===== config.mk =====
export PLATFORM = sky130hd
export DESIGN_NAME = relay_1553
export DESIGN_NICKNAME = d
export VERILOG_FILES = /design/src/rtl/relay_1553_pkg.sv /design/src/rtl/relay_1553_fifo.sv /design/src/rtl/relay_1553.sv
export SDC_FILE = /design/constraint.sdc
export NUM_CORES = 1
export LEC_CHECK = 0
export CORE_UTILIZATION = 50
export DETAILED_ROUTE_END_ITERATION = 12
export PLACE_DENSITY = 0.73
export SETUP_SLACK_MARGIN = 0.05
export SLEW_MARGIN = 30
export SYNTH_ARGS = -nofsm -noshare
export SYNTH_HDL_FRONTEND = slang
export SYNTH_SLANG_ARGS = --single-unit

===== constraint.sdc =====
create_clock -name clk -period 11.31 [get_ports clk]
set_input_delay 1.131 -clock clk [delete_from_list [all_inputs] [get_ports clk]]
set_output_delay 1.131 -clock clk [all_outputs]
set_load 0.02 [all_outputs]

===== src/rtl/relay_1553_pkg.sv =====
// relay_1553_pkg: shared widths, FIFO entry layout and FSM encoding for the 1553 word relay
package relay_1553_pkg;
  localparam int WORD_W = 16;
  localparam int ENTRY_W = WORD_W + 2;
  localparam int ERR_W = 8;
  typedef enum logic [1:0] {IDLE, REQ, BUSY, GAP} state_t;
  typedef struct packed {
    logic              csw;
    logic              dw;
    logic [WORD_W-1:0] dword;
  } entry_t;
endpackage


===== src/rtl/relay_1553_fifo.sv =====
// relay_1553_fifo: synchronous per-channel word FIFO; a push alongside a pop is accepted even when full
module relay_1553_fifo
  import relay_1553_pkg::*;
#(
  parameter int DEPTH = 8
) (
  input  logic   clk,
  input  logic   reset_n,
  input  logic   push,
  input  logic   pop,
  input  entry_t din,
  output entry_t dout,
  output logic   full,
  output logic   empty
);
  localparam int AW = $clog2(DEPTH);
  entry_t        mem [DEPTH];
  logic [AW-1:0] wr_ptr, rd_ptr;
  logic [AW:0]   count;
  logic          do_push, do_pop;
  assign do_pop  = pop & ~empty;
  assign do_push = push & (~full | do_pop);
  assign empty   = count == '0;
  assign full    = count == (AW+1)'(DEPTH);
  assign dout    = mem[rd_ptr];
  always_ff @(posedge clk)
    if (do_push) mem[wr_ptr] <= din;
  always_ff @(posedge clk or negedge reset_n)
    if (!reset_n) begin
      wr_ptr <= '0;
      rd_ptr <= '0;
      count  <= '0;
    end else begin
      wr_ptr <= wr_ptr + AW'(do_push);
      rd_ptr <= rd_ptr + AW'(do_pop);
      count  <= count + (AW+1)'(do_push) - (AW+1)'(do_pop);
    end
endmodule


===== src/rtl/relay_1553.sv =====
// relay_1553: N-channel 1553 word relay; per-channel FIFOs, message-preserving round-robin
// arbitration and a request/busy handshake to one encoder with an enforced inter-word gap
module relay_1553
  import relay_1553_pkg::*;
#(
  parameter int NUM_CH      = 2,
  parameter int FIFO_DEPTH  = 8,
  parameter int GAP_CYCLES  = 8,
  parameter int REQ_TIMEOUT = 64,
  localparam int CH_W = NUM_CH > 1 ? $clog2(NUM_CH) : 1
) (
  input  logic                     clk,
  input  logic                     reset_n,
  input  logic [NUM_CH-1:0]        ch_enable,
  input  logic                     drop_perr,
  input  logic [NUM_CH-1:0]        rx_dval,
  input  logic [NUM_CH-1:0]        rx_csw,
  input  logic [NUM_CH-1:0]        rx_dw,
  input  logic [NUM_CH-1:0]        rx_perr,
  input  logic [WORD_W*NUM_CH-1:0] rx_dword,
  input  logic                     tx_busy,
  output logic [WORD_W-1:0]        tx_dword,
  output logic                     tx_csw,
  output logic                     tx_dw,
  output logic [CH_W-1:0]          tx_ch,
  output logic [NUM_CH-1:0]        ovf_flag,
  input  logic                     ovf_clr,
  output logic [ERR_W-1:0]         err_cnt,
  output logic [15:0]              word_cnt
);
  localparam int TMR_MAX = REQ_TIMEOUT > GAP_CYCLES ? REQ_TIMEOUT : GAP_CYCLES;
  localparam int TMR_W   = $clog2(TMR_MAX + 1);
  localparam int GAP_LEN = GAP_CYCLES > 0 ? GAP_CYCLES : 1;
  state_t            state, state_nx;
  entry_t            head [NUM_CH];
  logic [NUM_CH-1:0] full, empty, push, pop, ev, ovf;
  logic [CH_W-1:0]   rr_ptr, grant, idx;
  logic              any, lock, last_vld, cur_csw, tmo, gap_done;
  logic [TMR_W-1:0]  tmr;
  logic [3:0]        n_err;
  logic [ERR_W:0]    err_sum;
  for (genvar c = 0; c < NUM_CH; c++) begin : g_ch
    logic take, illegal;
    assign take    = rx_dval[c] & ch_enable[c];
    assign illegal = (rx_csw[c] == rx_dw[c]) | (rx_perr[c] & drop_perr);
    assign push[c] = take & ~illegal;
    assign ovf[c]  = push[c] & full[c] & ~pop[c];
    assign ev[c]   = (take & illegal) | ovf[c];
    relay_1553_fifo #(.DEPTH(FIFO_DEPTH)) u_fifo (
      .clk     (clk),
      .reset_n (reset_n),
      .push    (push[c]),
      .pop     (pop[c]),
      .din     ({rx_csw[c], rx_dw[c], rx_dword[WORD_W*c +: WORD_W]}),
      .dout    (head[c]),
      .full    (full[c]),
      .empty   (empty[c])
    );
  end
  // Scan downwards so the channel closest after rr_ptr wins; a pending DW on the last
  // channel keeps the message together.
  always_comb begin
    idx   = '0;
    grant = rr_ptr;
    any   = 1'b0;
    for (int i = NUM_CH - 1; i >= 0; i--) begin
      idx = CH_W'((int'(rr_ptr) + i) % NUM_CH);
      if (!empty[idx]) begin
        grant = idx;
        any   = 1'b1;
      end
    end
    lock  = last_vld & ~empty[tx_ch] & head[tx_ch].dw;
    grant = lock ? tx_ch : grant;
  end
  assign pop      = (state == IDLE && any) ? NUM_CH'(1) << grant : '0;
  assign tmo      = state == REQ && !tx_busy && tmr == TMR_W'(REQ_TIMEOUT - 1);
  assign gap_done = tmr == TMR_W'(GAP_LEN - 1);
  always_comb begin
    n_err = {3'b0, tmo};
    for (int i = 0; i < NUM_CH; i++) n_err = n_err + {3'b0, ev[i]};
    err_sum = {1'b0, err_cnt} + {{(ERR_W-3){1'b0}}, n_err};
  end
  always_ff @(posedge clk or negedge reset_n)
    if (!reset_n) state <= IDLE;
    else          state <= state_nx;
  always_comb begin
    state_nx = state;
    case (state)
      IDLE:    state_nx = any ? REQ : IDLE;
      REQ:     state_nx = tx_busy ? BUSY : (tmo ? GAP : REQ);
      BUSY:    state_nx = tx_busy ? BUSY : GAP;
      GAP:     state_nx = gap_done ? IDLE : GAP;
      default: state_nx = IDLE;
    endcase
  end
  assign tx_csw = state == REQ && cur_csw;
  assign tx_dw  = state == REQ && !cur_csw;
  always_ff @(posedge clk or negedge reset_n)
    if (!reset_n) begin
      tx_dword <= '0;
      tx_ch    <= '0;
      cur_csw  <= 1'b0;
      last_vld <= 1'b0;
      rr_ptr   <= '0;
      tmr      <= '0;
      err_cnt  <= '0;
      word_cnt <= '0;
      ovf_flag <= '0;
    end else begin
      if (state == IDLE && any) begin
        tx_dword <= head[grant].dword;
        tx_ch    <= grant;
        cur_csw  <= head[grant].csw;
        last_vld <= 1'b1;
        rr_ptr   <= (grant == CH_W'(NUM_CH - 1)) ? '0 : grant + 1'b1;
      end
      tmr      <= (state_nx != state) ? '0 : tmr + 1'b1;
      word_cnt <= (state == REQ && tx_busy) ? word_cnt + 16'd1 : word_cnt;
      err_cnt  <= err_sum[ERR_W] ? '1 : err_sum[ERR_W-1:0];
      ovf_flag <= (ovf_flag & {NUM_CH{~ovf_clr}}) | ovf;
    end
endmodule


==> results of run 1 <==
## registers in the layout (all words and copies together), names as in the netlist, 2 cells and up
name	cells
g_ch.u_fifo.mem	288
err_cnt	8
tmr	7
word_cnt	16
g_ch.u_fifo.count	8
g_ch.u_fifo.rd_ptr	6
state	2
ovf_flag	2
g_ch.u_fifo.wr_ptr	6
tx_dword	16
## cell families after synthesis
logic type      count (synthesis)
simple gates                  124
compound gates                 89
fa+ha+maj                      30
mux                           110
flops                         363
xor+xnor                       30
buf+inv                        65
## cell usage after synthesis (all sizes together) (3+ instances only)
cell type    n  area share [%]
fa           4            0.55
xnor2       17             1.0
ha          24             2.1
a21oi       26            0.89
inv         30            0.77
nor3         4            0.14
nor4b        3            0.18
buf         18            0.78
dfrtp       75              13
nor2b        3            0.13
clkbuf      17            0.44
nand3       10            0.34
xor2        13            0.78
or2          3            0.13
and3         9            0.39
o221ai      17             1.4
nand2b       7            0.30
a31oi       10            0.43
mux4        55             8.5
o21ai        4            0.14
nand4b       3            0.18
o22ai       17            0.73
mux2i       53             3.6
edfxtp     288              59
nor4         6            0.26
nand4        4            0.17
nor2        28            0.72
nand2       34            0.88
## worst reg2reg max path: stages, from the launching register on
cell and delay [ns]:
dfrtp_1 0.94, mux4_2 0.61, mux2_2 0.30, a41oi_2 0.30, o21ai_4 0.21, a31oi_1 0.29
fa_1 0.44, inv_1 0.07, ha_1 0.18, fa_1 0.24, and3_1 0.22, nand3_1 0.11
nor3_1 0.14, a21oi_1 0.06
## cell usage in the layout, fill, tap and decap left out, types with 5 or more instances in the layout
cell type | synthesis | layout
a21oi_1 | 26 | 26
a31oi_2 | 0 | 7
and3_1 | 9 | 9
buf_4 | 0 | 21
clkbuf_1 | 17 | 11
clkbuf_16 | 0 | 39
clkdlybuf4s50_1 | 0 | 90
clkinv_1 | 0 | 5
dfrtp_1 | 75 | 73
edfxtp_1 | 288 | 288
ha_1 | 24 | 24
inv_1 | 30 | 30
mux2i_1 | 53 | 53
mux4_2 | 55 | 55
nand2_1 | 34 | 34
nand2b_1 | 7 | 7
nand3_1 | 10 | 10
nor2_1 | 28 | 27
nor4_2 | 0 | 6
o221ai_1 | 9 | 9
o221ai_2 | 8 | 8
o22ai_1 | 17 | 17
xnor2_1 | 17 | 17
xor2_1 | 13 | 13
## worst max-delay path by stage
stage | endpoint | startpoint | cells after the start | slack (ns)
6_report | err_cnt[6] | g_ch[1].u_fifo.rd_ptr[0] | 13 | 7.08
3_5_place_dp | err_cnt[3] | g_ch[1].u_fifo.rd_ptr[0] | 12 | 6.75
5_1_grt | err_cnt[6] | g_ch[1].u_fifo.rd_ptr[0] | 13 | 6.82
3_3_place_gp | err_cnt[5] | g_ch[1].u_fifo.rd_ptr[0] | 12 | 6.88
4_1_cts | err_cnt[3] | g_ch[1].u_fifo.rd_ptr[0] | 12 | 6.75
2_1_floorplan | g_ch[1].u_fifo.mem[0][0] | rx_csw[1] | 4 | 7.21
## report_power, final
group	total [mW]	switching, mW	internal (mW)	leakage [nW]
Sequential	1.71	0.132	1.57	3.52
Combinational	0.913	0.486	0.426	1.89
Clock	1.17	0.480	0.694	0.569
Total	3.79	1.10	2.70	5.97
## final cells by class
class	instances	area, um^2	share of cell area [%]
Clock inverter	16	139	0.804
Tap cell	384	480	2.78
Timing Repair Buffer	113	1100	6.36
Inverter	30	113	0.652
Multi-Input combinational cell	383	3860	22.4
Clock buffer	52	1040	6.05
Sequential cell	363	10500	61.0
## layer usage
metal / share of wire [%] / wire length, um / vias to the layer above
met4: 1.4 / 393 / 0
met2: 52 / 14300 / 175
met3: 5.2 / 1430 / 31
met5: 0 / 0 / -
li1: - / - / 3433
met1: 41 / 11400 / 3878
## per-stage QoR
stage	total power [mW]	util [%]	cells	hold WS (ns)	cell area (um^2)
floorplan	2.32	-	811	0.433	14600
global placement	2.63	55.9	1272	0.448	16000
detailed placement	2.66	55.9	1272	0.453	16100
CTS	3.83	60.0	1340	0.470	17200
global route	3.97	60.2	1341	0.490	17300
finish	3.79	60.2	1341	0.473	17300
==> reports/metrics.yaml, run 1 <==
cts_buffers: 38
crit_top_cell: "fa_1"
syn2layout_area_growth_pct: 18.6
holdPathEnd: "tmr[0]"
drtAntennaViolNets: 0
leakage_nw: 5.97
ys_types: 53
min_path_cells: 1
cts-htree-levels: 2
crit_chain: "mux4_2 -> mux2_2 -> a41oi_2 -> o21ai_4 -> a31oi_1 -> fa_1 -> inv_1 -> ha_1 -> fa_1 -> and3_1 -> nand3_1 -> nor3_1 -> a21oi_1"
slew_viol_final: 0
netlist_area_um2: 14600
hold_viol: 0
critPathBufInv: 1
synth_edf_count: 288
grt.busiest_layer: "met2"
cts_sinks: 363
holdCritStartpoint: "tmr[0]"
antenna_found_initial: 0
synthAdderAreaFrac_pct: 2.75
synthFlopType: "edfxtp_1"
relSlewSlack_pct: 38.8
clockBufferDepth: 3
r2r-end: "err_cnt[6]"
crit_path_end_kind: "register"
cp_data_arrival_time_ns: 4.61
critPathSlowestCell: "dfrtp_1"
nFillCells: 2073
vdd_drop_max_mv: 0.139
use_met2_pct: 32.6
cap_violations: 0
fin_ws_ns: 7.08
start_util_pct: 50.7
rrSetupSlack_ns: 7.08
reg2reg_from: "g_ch[1].u_fifo.rd_ptr[0]"
failed_checks: "DRC"
critical_path_required_ns: 11.70
grt_pass1_vias: 7639
num_rows: 62
portBuffers: 91
dieArea_um2: 29800
dp_hpwl_um: 16900
die_x_um: 173
cts_setup_buffers: 0
vias: 7517
synth_top_family_by_area: "multiplexers"
fp.dieH_um: 173
max_freq_ghz: 0.237
globalRoute.totalOverflow: 0
synthSimpleGateAreaFrac_pct: 4.36
path_class: "reg -> reg"
nNetsFinal: 1004
hp-class: "reg -> reg"
synth-seq-area-share_pct: 72.3
routed_wl_um: 27500
drt_iter0_drc: 533
max_stage_delay_ns: 0.94
fin_crit_sh_pct: 37.4
grtUsageTotal_pct: 18.7
clock_latency_ns: 0.52
worst_slew_pin_slew_ns: 0.915
grt_max_degree: 76
drtPass1Iterations: 9
rsz0062_at_grt: "no"
status: "finished, violations left"
setup-violations-final: 0
final.setup_skew_ns: 0.0168
routabilityCongestion: 0.775
synthCells: 811
postCtsHoldBufs: 0
start_kind: "register"
min_period_ns: 4.23
post-place-ws_ns: 6.75
muxShareOfSynthArea_pct: 12.3
diodes: 0
viasPerCell: 5.61
root_buffer: "clkbuf_16"
ios: 92
synth_xor_area_share_pct: 1.80
power_density_nw_per_um2: 220
crit_path_max_fanout: 22
reg2reg_depth: 13
final_layout_size_suffix_gt1_share_pct: 17.2
synth-compound-area-share_pct: 4.52
cp_top_family: "flip-flops"
grt_pass1_wl_um: 42800
syn_area_per_cell_um2: 18.0
syn_nets: 886
grt_use_met1_pct: 24.8
wl_per_cell_um: 20.5
cts_tree: "done"
drc: 1
path_clk_slew_ns: 0.06
cts_resized: 0
synth_seq_cells: 363
use_met3_pct: 2.73
ys_async_sr_fraction_pct: 20.7
coreArea_um2: 28700
tns_ns: 0
synth_warnings: 0
Note: power is estimated with default switching activity, not from simulation.
==> inputs of run 2 (changes only) <==
Clock period 11.31 ns to 4.45 ns, I/O delays scaled along.
==> reports/metrics.yaml, run 2 (synthesis results as in run 1) <==
status: "finished clean"
vias: 7601  # +1.1%
num_rows: 62  # unchanged
fin_crit_sh_pct: 82.5  # +45 points
cts_sinks: 363  # unchanged
largest_register: "g_ch.u_fifo.mem"
root_buffer: "clkbuf_16"
vdd_drop_max_mv: 0.318  # +130%
reg.largest.list: "g_ch.u_fifo.mem (288), tx_dword (16), word_cnt (16)"
cts-htree-levels: 2  # unchanged
hold_viol: 0  # unchanged
grtUsageTotal_pct: 19.7  # +1.0 points
drt_iter0_drc: 590  # +11%
max_stage_delay_ns: 0.48  # -0.46 ns
largest_reg_flops: 288  # unchanged
path_clk_slew_ns: 0.06  # about the same
highest_layer: "met4"
final_layout_size_suffix_gt1_share_pct: 17.5  # +0.31 points
fp.dieH_um: 173  # unchanged
cts_resized: 0  # unchanged
crit_chain: "inv_1 -> ha_1 -> or3b_2 -> maj3_1 -> a41oi_2 -> o21ai_4 -> a31oi_1 -> fa_1 -> inv_1 -> ha_1 -> fa_1 -> and3_1 -> nand3_1 -> nor3_1 -> a21oi_1"
routed_wl_um: 28200  # +2.6%
leakage_nw: 6.00  # +0.42%
cts_tree: "done"
drc: 0  # -1
globalRoute.totalOverflow: 0  # unchanged
ios: 92  # unchanged
viasPerCell: 5.64  # +0.67%
power_density_nw_per_um2: 559  # +150%
grt_pass1_vias: 7883  # +3.2%
grt_pass1_wl_um: 45000  # +5.2%
critPathSlowestCell: "or3b_2"
r2r-end: "err_cnt[6]"
endpoint: "err_cnt[6]"
relSlewSlack_pct: 37.5  # -1.2 points
cts_buffers: 37  # -2.6%
cap_violations: 0  # unchanged
worst_slew_pin_slew_ns: 0.937  # +0.0220 ns
rrSetupSlack_ns: 0.78  # -6.31 ns
nFillCells: 2128  # +2.7%
die_x_um: 173  # unchanged
syn2layout_area_growth_pct: 18.9
drtPass1Iterations: 8  # -1
start_util_pct: 50.7  # unchanged
dieArea_um2: 29800  # unchanged
path_class: "reg -> reg"
whs_ns: 0.440  # -0.0325 ns
dp_hpwl_um: 17300  # +2.3%
reg2reg_depth: 15  # +2
grt_max_degree: 53  # -30%
max_freq_ghz: 0.272  # +15%
clock_latency_ns: 0.53  # about the same
reg2reg_from: "g_ch[1].u_fifo.count[2]"
hp-class: "in -> async"
final.setup_skew_ns: 0.0172  # +0.000412 ns
crit_start: "g_ch[1].u_fifo.count[2]"
routabilityCongestion: 0.751  # -3.1%
critical_path_required_ns: 4.86  # -6.84 ns
coreArea_um2: 28700  # unchanged
setup-violations-final: 0  # unchanged
crit_path_max_fanout: 4  # -82%
wl_met2_um: 13900  # -2.8%
wl_per_cell_um: 20.9  # +2.2%
tns_ns: 0  # unchanged
cp_data_arrival_time_ns: 4.08  # -0.53 ns
diodes: 0  # unchanged
min_period_ns: 3.67  # -0.554 ns
wl_met1_um: 12200  # +7.1%
antenna_found_initial: 0  # unchanged
clockBufferDepth: 3  # unchanged
crit_path_end_kind: "register"
start_kind: "register"
nNetsFinal: 1010  # +0.60%
met3_length_um: 1510  # +5.6%
final_common_cell: "edfxtp_1"
slew_viol_final: 0  # unchanged
portBuffers: 91  # unchanged
rsz0062_at_grt: "no"
final_cell_mix: "edfxtp_1 (288), clkdlybuf4s50_1 (90), dfrtp_1 (73)"
drtAntennaViolNets: 0  # unchanged
## run 2: cell types whose count changed in the layout (fill, tap and decap cells not counted), moves of 2 or more
cell | before | now
buf_12 | 0 | 2
buf_4 | 21 | 27
clkinv_1 | 5 | 1
inv_6 | 2 | 0
clkbuf_1 | 11 | 17
nor2_2 | 0 | 2
clkinv_2 | 4 | 2
## run 2: stage by stage
| step | power (mW) | cell area [um^2] | setup slack (ns) | utilization [%] | cells |
|---|---|---|---|---|---|
| finish | 9.68 | 17300 | 0.778 | 60.3 | 1347 |
| global route | 10.1 | 17300 | 0.475 | 60.3 | 1347 |
| CTS | 9.79 | 17300 | 0.755 | 60.3 | 1347 |
| detailed placement | 6.77 | 16100 | 0.788 | 56.2 | 1279 |
| global placement | 6.70 | 16100 | 0.845 | 56.1 | 1278 |
| floorplan | 5.88 | 14600 | 0.472 | - | 811 |
## run 2: where the power goes
group	internal, mW	switching [mW]	total [mW]
registers	4.00	0.312	4.31
logic	1.10	1.27	2.37
clock network	1.76	1.23	3.00
total	6.87	2.82	9.68
## run 2: repair_timing
item,CTS,global route
setup buffers,0,0
endpoints found under the setup margin,0,0
hold buffers,1,0
endpoints found under the hold margin,36,0
## run 2: cell type report
type                       count  area [um^2]  share of cell area, %
inverter                      30          113                  0.650
timing repair buffer         120         1150                   6.66
multi-input combinational    383         3860                   22.3
tap                          384          480                   2.77
clock inverter                 9          125                  0.722
clock buffer                  58         1060                   6.10
sequential                   363        10500                   60.8
## run 2: worst min path at each step
stage / slack, ns / start / cells past startpoint / end
floorplan: 0.15 / reset_n / 0 / cur_csw
global placement: 0.46 / tmr[0] / 1 / tmr[0]
detailed placement: 0.45 / reset_n / 1 / word_cnt[14]
CTS: 0.44 / reset_n / 2 / tx_dword[4]
global route: 0.48 / reset_n / 2 / word_cnt[9]
finish: 0.44 / reset_n / 2 / word_cnt[14]
## run 2: worst max-delay path, delay by kind of cell, from the launching register on
kind,cells,cell delay (ns)
AOI/OAI and AO/OA,4,0.67
DFF,1,0.36
buffers and inverters,2,0.17
and+or+nand+nor,4,0.96
adders and majority gates,5,1.39
## run 2: metal layers
metal  up-vias  track usage, %
li1       3443               -
met1      3920            27.5
met2       194            32.0
met3        44            3.39
met4         0            6.31
met5         -               0
==> inputs of run 3 (changes only) <==
Settings changed: PLACE_DENSITY 0.73 to 0.76.
Clock period 4.45 ns to 3.1 ns, I/O delays scaled along.
==> reports/metrics.yaml, run 3 (synthesis results as in run 1) <==
status: "finished, violations left"
failed_checks: "setup timing"
fin_ws_ns: -0.132  # -0.911 ns
dp_hpwl_um: 17600  # +1.8%
final_layout_size_suffix_gt1_share_pct: 25.0  # +7.4 points
routed_wl_um: 30400  # +7.8%
cts_tree: "done"
relSlewSlack_pct: 38.9  # +1.4 points
setup-violations-final: 12  # +12
cts_sinks: 363  # unchanged
min_period_ns: 3.23  # -0.439 ns
post-place-ws_ns: -0.227  # -1.01 ns
crit_path_max_fanout: 4  # unchanged
coreArea_um2: 28700  # unchanged
clock_latency_ns: 0.54  # about the same
final_cell_mix: "edfxtp_1 (288), clkdlybuf4s50_1 (90), dfrtp_1 (73)"
nFillCells: 1922  # -9.7%
start_util_pct: 50.7  # unchanged
p_total_mw: 14.9  # +53%
num_rows: 62  # unchanged
fin_crit_sh_pct: 104  # +22 points
multi_input_area_um2: 4150  # +7.5%
hold_viol: 0  # unchanged
drtPass1Iterations: 5  # -3
fp.dieH_um: 173  # unchanged
cap_violations: 0  # unchanged
ios: 92  # unchanged
largest_reg_flops: 288  # unchanged
nNetsFinal: 1048  # +3.8%
portBuffers: 91  # unchanged
drtAntennaViolNets: 0  # unchanged
rsz0062_at_grt: "yes"
syn2layout_area_growth_pct: 25.0
path_class: "reg -> reg"
cts_buffers: 37  # unchanged
vdd_drop_max_mv: 0.483  # +52%
grt_max_degree: 76  # +43%
drt_iter0_drc: 690  # +17%
root_buffer: "clkbuf_16"
vias: 7905  # +4.0%
start_kind: "register"
cts-htree-levels: 2  # unchanged
final_common_cell: "edfxtp_1"
use_met2_pct: 33.9  # +2.0 points
viasPerCell: 5.70  # +1.1%
reg.largest.list: "g_ch.u_fifo.mem (288), tx_dword (16), word_cnt (16)"
grt_use_met1_pct: 27.9  # +0.36 points
grt_pass1_wl_um: 46600  # +3.5%
power_density_nw_per_um2: 816  # +46%
hp-class: "in -> async"
globalRoute.totalOverflow: 0  # unchanged
antenna_found_initial: 1  # +1
routabilityCongestion: 0.801  # +6.6%
grt.busiest_layer: "met2"
path_clk_slew_ns: 0.06  # about the same
drc: 0  # unchanged
largest_register: "g_ch.u_fifo.mem"
dieArea_um2: 29800  # unchanged
slew_viol_final: 0  # unchanged
grt_pass1_vias: 8131  # +3.1%
wl_per_cell_um: 21.9  # +4.8%
clockBufferDepth: 3  # unchanged
seqCellArea_um2: 10500  # unchanged
worst_slew_pin_slew_ns: 0.916  # -0.0207 ns
cp_data_arrival_time_ns: 3.65  # -0.43 ns
grtUsageTotal_pct: 20.4  # +0.71 points
whs_ns: 0.382  # -0.0584 ns
critical_path_required_ns: 3.52  # -1.34 ns
max_freq_ghz: 0.309  # +14%
use_met3_pct: 3.25  # -0.13 points
diodes: 0  # unchanged
final.setup_skew_ns: 0.0302  # +0.0131 ns
die_x_um: 173  # unchanged
crit_path_end_kind: "register"
leakage_nw: 6.34  # +5.7%
## run 3: cell count changes in the layout (fill, tap and decap cells not counted), moves of 3 or more
cell	delta
buf_4	+15
ha_1	-6
clkbuf_1	-4
nor4_2	-6
a21oi_2	+3
ha_4	+4
inv_2	+9
bufinv_16	+3
buf_12	+11
a21oi_1	-3
inv_1	-10
nor4_4	+6
buf_6	+9
## run 3: per-layer routing
metal  share of wire, %  wire (um)
met1                 41      12600
met2                 51      15400
met3                5.3       1620
met4                2.6        776
met5              0.043         13
## run 3: layout make-up
class | count | area share (%)
Sequential cell | 363 | 57.8
Inverter | 30 | 0.632
Timing Repair Buffer | 158 | 9.17
Clock inverter | 14 | 1.20
Tap cell | 384 | 2.64
Clock buffer | 54 | 5.72
Multi-Input combinational cell | 383 | 22.8
## run 3: repair_timing
item	in CTS	in global routing
pin swaps	11	11
hold buffers	1	0
gates resized for setup	13	36
endpoints found under the setup margin	14	18
endpoints found under the hold margin	75	0
gates cloned	1	2
setup buffers	10	9
## run 3: final timing paths
check	depth (start not counted)	startpoint	end	slack, ns
setup / recovery	16	g_ch[1].u_fifo.count[2]	g_ch[0].u_fifo.count[1]	-0.13
hold / removal	2	reset_n	word_cnt[11]	0.38
setup reg to reg	16	g_ch[1].u_fifo.count[2]	g_ch[0].u_fifo.count[1]	-0.13
hold reg to reg	1	tmr[0]	tmr[0]	0.47
max in group asynchronous	2	reset_n	g_ch[1].u_fifo.rd_ptr[1]	2.20
min in group clk	1	tmr[0]	tmr[0]	0.47
## run 3: report_power, final
part           total [mW]  switching, mW  internal (mW)
Combinational        4.05           2.12           1.93
Clock                4.58           1.81           2.77
Sequential           6.22          0.474           5.74
Total                14.9           4.40           10.4
## run 3: metrics by stage
| step | std cells | util, % | cell area (um^2) | TNS, ns |
|---|---|---|---|---|
| after floorplan | 811 | - | 14700 | -14.83 |
| after global placement | 1296 | 57.5 | 16500 | -0.509 |
| after detailed placement | 1296 | 57.5 | 16500 | -1.34 |
| after CTS | 1376 | 62.6 | 18000 | -0.257 |
| after global routing | 1386 | 63.4 | 18200 | -2.47 |
| final | 1386 | 63.4 | 18200 | -0.779 |
## run 3: worst max-delay path, cell delays in order, from the launching register on
cell and delay (ns):
dfrtp_1 0.37, inv_2 0.08, ha_4 0.13, or3b_4 0.38
maj3_2 0.34, a41oi_4 0.23, o21ai_4 0.10, buf_4 0.16
buf_6 0.11, buf_12 0.13, inv_4 0.05, ha_4 0.19
inv_2 0.06, ha_4 0.14, inv_2 0.04, fa_2 0.57
inv_2 0.04
